**config.mk**
```make
export PLATFORM = sky130hd
export DESIGN_NAME = clk_div_cfg_ctrl
export DESIGN_NICKNAME = d
export VERILOG_FILES = /design/src/rtl/clk_div_cfg_ctrl.sv
export SDC_FILE = /design/constraint.sdc
export NUM_CORES = 1
export LEC_CHECK = 0
export CAP_MARGIN = 40
export CORE_AREA = 2 2 50 52
export DETAILED_ROUTE_END_ITERATION = 8
export DIE_AREA = 0 0 52 54
export PLACE_DENSITY = 0.73
export SLEW_MARGIN = 20
export SYNTH_ARGS = -nofsm -noshare
export SYNTH_HDL_FRONTEND = slang
export SYNTH_SLANG_ARGS = --single-unit
```
**constraint.sdc**
```tcl
create_clock -name i_ref_clk -period 2.2 [get_ports i_ref_clk]
set_input_delay 0.55 -clock i_ref_clk [delete_from_list [all_inputs] [get_ports i_ref_clk]]
set_output_delay 0.55 -clock i_ref_clk [all_outputs]
set_load 0.05 [all_outputs]
```
**src/rtl/clk_div_cfg_ctrl.sv**
```systemverilog
// Configuration front-end for the integer clock divider: accepts ratio/enable
// requests and applies them with the divider enable dropped around every ratio change.
module clk_div_cfg_ctrl #(
   parameter int RATIO_W       = 4,
   parameter int SETTLE_CYC    = 2,
   parameter int DEFAULT_RATIO = 1
) (
   input  logic               i_ref_clk,
   input  logic               i_rst,
   input  logic               i_cfg_valid,
   input  logic [RATIO_W-1:0] i_cfg_ratio,
   input  logic               i_cfg_enable,
   output logic               o_cfg_ready,
   output logic [RATIO_W-1:0] o_div_ratio,
   output logic               o_clk_enable,
   output logic               o_busy,
   output logic               o_cfg_err,
   output logic [1:0]         o_dbg_state
);

   typedef enum logic [1:0] {
      IDLE    = 2'd0,
      QUIESCE = 2'd1,
      RESUME  = 2'd2
   } state_t;

   localparam logic [3:0] LAST_CNT = 4'(SETTLE_CYC - 1);

   state_t             state;
   logic [3:0]         cnt;
   logic [RATIO_W-1:0] held_ratio;
   logic               held_en;
   logic               accept;
   logic               eff_en;

   // Handshake: a request transfers on a rising edge with i_cfg_valid and
   // o_cfg_ready both high; the requester keeps it stable until then.
   assign accept      = i_cfg_valid && o_cfg_ready;
   // Ratio 1 is bypass, so the divider is never enabled for it.
   assign eff_en      = i_cfg_enable && (i_cfg_ratio >= RATIO_W'(2));
   assign o_dbg_state = state;

   always_ff @(posedge i_ref_clk or posedge i_rst) begin
      if (i_rst) begin
         state        <= IDLE;
         cnt          <= '0;
         held_ratio   <= '0;
         held_en      <= 1'b0;
         o_div_ratio  <= RATIO_W'(DEFAULT_RATIO);
         o_clk_enable <= 1'b0;
         o_busy       <= 1'b0;
         o_cfg_err    <= 1'b0;
         o_cfg_ready  <= 1'b1;
      end else begin
         o_cfg_err <= 1'b0;
         case (state)
            IDLE: begin
               if (accept) begin
                  if (i_cfg_ratio == '0) begin
                     o_cfg_err <= 1'b1;
                  end else if (i_cfg_ratio == o_div_ratio) begin
                     o_clk_enable <= eff_en;
                  end else begin
                     held_ratio   <= i_cfg_ratio;
                     held_en      <= eff_en;
                     o_clk_enable <= 1'b0;
                     o_busy       <= 1'b1;
                     o_cfg_ready  <= 1'b0;
                     cnt          <= '0;
                     state        <= QUIESCE;
                  end
               end
            end
            QUIESCE: begin
               if (cnt == LAST_CNT) begin
                  o_div_ratio <= held_ratio;
                  cnt         <= '0;
                  state       <= RESUME;
               end else begin
                  cnt <= cnt + 4'd1;
               end
            end
            RESUME: begin
               if (cnt == LAST_CNT) begin
                  o_clk_enable <= held_en;
                  o_busy       <= 1'b0;
                  o_cfg_ready  <= 1'b1;
                  state        <= IDLE;
               end else begin
                  cnt <= cnt + 4'd1;
               end
            end
            default: state <= IDLE;
         endcase
      end
   end

endmodule

```
==> results.md <==
* outcome: finished clean
* standard cell with the maximum stage delay on the critical path: sky130_fd_sc_hd__clkdlybuf4s50_1
* Syn Area/Cell: 10.8 um^2
* buffer type at the clock tree root: sky130_fd_sc_hd__clkbuf_4
* worst setup path class: reg -> out
* overall track demand over capacity in global routing: 17.3%
* Warnings, synthesis: 0
* leading cell type in the layout, fill and taps excluded: sky130_fd_sc_hd__dfrtp_1
* class of the tightest hold or removal check: reg -> reg
* remaining design rule violation count: 0
* setup repair after global routing missed its margin: no
* leading cell types in the layout, fill and taps excluded: sky130_fd_sc_hd__dfrtp_1 (17), sky130_fd_sc_hd__clkdlybuf4s50_1 (15), sky130_fd_sc_hd__buf_4 (12), sky130_fd_sc_hd__o21ai_0 (9), sky130_fd_sc_hd__mux2_2 (8)
* PD cells: 1330 nW/um^2
* critical path cell sequence: clkdlybuf4s50_1
* Overflow after GRT: 0
* buffers inserted during post-CTS setup optimization: 0
* Routed Antenna Nets: 0
* routability congestion estimate: 0.787
* CTS hold repair buffers: 0
* total nets after synthesis: 114
* share of post-route cells with drive strength above 1: 27.9%
* placement row count: 18
* clock tree skew after final layout: 0.00577 ns
* die outline width: 52 um
* max frequency: 470 MHz
* post-layout total power: 1.82 mW
* number of ports placed on the die boundary: 18
* Num CTS Buffers: 3
* Vias per Instance: 5.31
* worst path required time: 1.65 ns
* final setup violation count: 0
* final HPWL from detailed placement: 1720 um
* Routed WL per cell: 13.6 um
* final worst path period share: 96.7%
* Fill cells: 207
* y dimension of the die: 54 um
* reported max-cap violation count: 0
* sequential-to-total area share from yosys stat: 44.4%
* final-report hold violation count: 0
* placeable core region: 2320 um^2
* critical path startpoint category: flop
* clock latency on the worst-skew pair: 0.29 ns
* reported leakage power: 0.588 nW
* final number of max-transition violations: 0
* family with the most delay on the worst path: buffers and inverters
* initial detailed-routing violation count: 15
* worst supply voltage drop on vdd: 766 uV
* number of global-route vias before repair: 837
* synthesis-stage register bit count: 19
* pin slew with the least headroom to its limit: 0.506 ns
* aggregate routed wire length: 2160 um
* core occupancy in the finished layout: 59.0%
* clock sink count: 19
* Fin Setup TNS: 0 ns
* Most used DFF post-synth: sky130_fd_sc_hd__dfrtp_1
* global-route wire length before repair: 3700 um
* number of buffer cells added on primary ports: 17
* clk buf depth: 2
* distinct cell type count of the synthesized netlist: 36
* H-tree levels: 1
* via count: 844
* endpoint arrival time on the critical path: 1.58 ns
* first-pass detailed-route iteration total: 4
* Layout Nets: 144
* worst setup slack after layout: 0.0725 ns
* type of destination of the critical path: primary output
* starting density of the core: 46.4%
* cell area after synthesis: 1080 um^2
* relative max-transition margin: 66.1%
* R2R Setup Slk: 0.20 ns
* number of resized instances in the post-cts repair step: 0
* ANT cells: 0
* area of the die: 2810 um^2
* largest net degree at the start of global routing: 20
* worst setup slack before clock tree synthesis: -0.180 ns
* crit path buf inv count: 1
* TritonCTS clock tree: built
* largest fanout on the critical path: 5
* maximum single-stage delay on the critical path: 0.83 ns
* Area growth syn-to-layout: 26.9%
* count of flip-flops with a built-in enable after synthesis: 0
* Async SR Flop Fraction: 100%
* gate count after technology mapping: 100
* clock-pin slew on the worst setup and hold paths: 0.12 ns
* time the final worst path needs with I/O delays and setup: 2.13 ns
* number of antenna violations at the first check in global routing: 0
## final cells by class
class / count / area, um^2 / share of cell area [%]
clock buffer: 3 / 22.5 / 1.65
clock inverter: 1 / 5.00 / 0.366
inverter: 7 / 26.3 / 1.92
multi-input combinational: 72 / 558 / 40.8
sequential: 19 / 478 / 34.9
tap: 30 / 37.5 / 2.74
timing repair buffer: 27 / 240 / 17.6
## cells in the mapped netlist (2+ instances only)
library cell / instances / area, um^2
sky130_fd_sc_hd__dfstp_2: 2 / 52.6
sky130_fd_sc_hd__a21oi_1: 3 / 15.0
sky130_fd_sc_hd__mux2_2: 8 / 90.1
sky130_fd_sc_hd__nand3_1: 3 / 15.0
sky130_fd_sc_hd__inv_1: 7 / 26.3
sky130_fd_sc_hd__and3_1: 2 / 12.5
sky130_fd_sc_hd__o21ai_1: 2 / 10.0
sky130_fd_sc_hd__o21ai_0: 9 / 45.0
sky130_fd_sc_hd__ha_1: 6 / 75.1
sky130_fd_sc_hd__nand2_1: 5 / 18.8
sky130_fd_sc_hd__xnor2_1: 4 / 35.0
sky130_fd_sc_hd__o31ai_1: 3 / 22.5
sky130_fd_sc_hd__nor2_1: 7 / 26.3
sky130_fd_sc_hd__dfrtp_1: 17 / 425
## kinds of logic after synthesis
kind of cell               after synthesis  synth area share, %
AOI/OAI and AO/OA                       27                 18.4
xor gates and xnor gates                 4                 3.25
and+or+nand+nor                         27                 14.9
muxes                                    8                 8.36
adders and majority gates                6                 6.97
buffers and inverters                    9                 3.83
DFF                                     19                 44.4
## state kept, by name, summed over array words and instances, names as in the netlist
signal and flops:
o_cfg_ready 1, o_dbg_state 2, held_ratio 4, o_div_ratio 4
o_busy 1, o_cfg_err 1, cnt 4, o_clk_enable 1
held_en 1
## final timing paths
check                               start             end  cells past startpoint
setup reg to reg           o_dbg_state[0]          cnt[2]                      7
setup / recovery           o_dbg_state[0]  o_dbg_state[0]                      1
hold / removal              held_ratio[3]  o_div_ratio[3]                      1
hold reg to reg             held_ratio[3]  o_div_ratio[3]                      1
min in group asynchronous           i_rst   held_ratio[3]                      3
max in group asynchronous           i_rst     o_cfg_ready                      3
## metrics by stage
| stage | hold slack [ns] | cells | area (um^2) |
|---|---|---|---|
| finish | 0.510 | 159 | 1370 |
| global route | 0.540 | 159 | 1370 |
| CTS | 0.513 | 159 | 1370 |
| detailed placement | 0.485 | 155 | 1340 |
| global placement | 0.482 | 155 | 1340 |
| floorplan | 0.472 | 100 | 1080 |
## power by group
group,total (mW),leakage [nW],internal [mW],switching (mW)
Sequential,0.581,0.235,0.482,0.0991
Clock,0.180,0.0177,0.0676,0.112
Combinational,1.06,0.335,0.445,0.612
Total,1.82,0.588,0.994,0.823
## routing by layer
layer  vias to the layer above  part of all wire [%]  GRT usage (%)
li1                        413                     -              -
met1                       407                    47           23.2
met2                        22                    49           29.5
met3                         2                   3.7           3.33
met4                         0                  0.83           2.63
met5                         -                     0              0
Power figures use the tool's default switching activity.
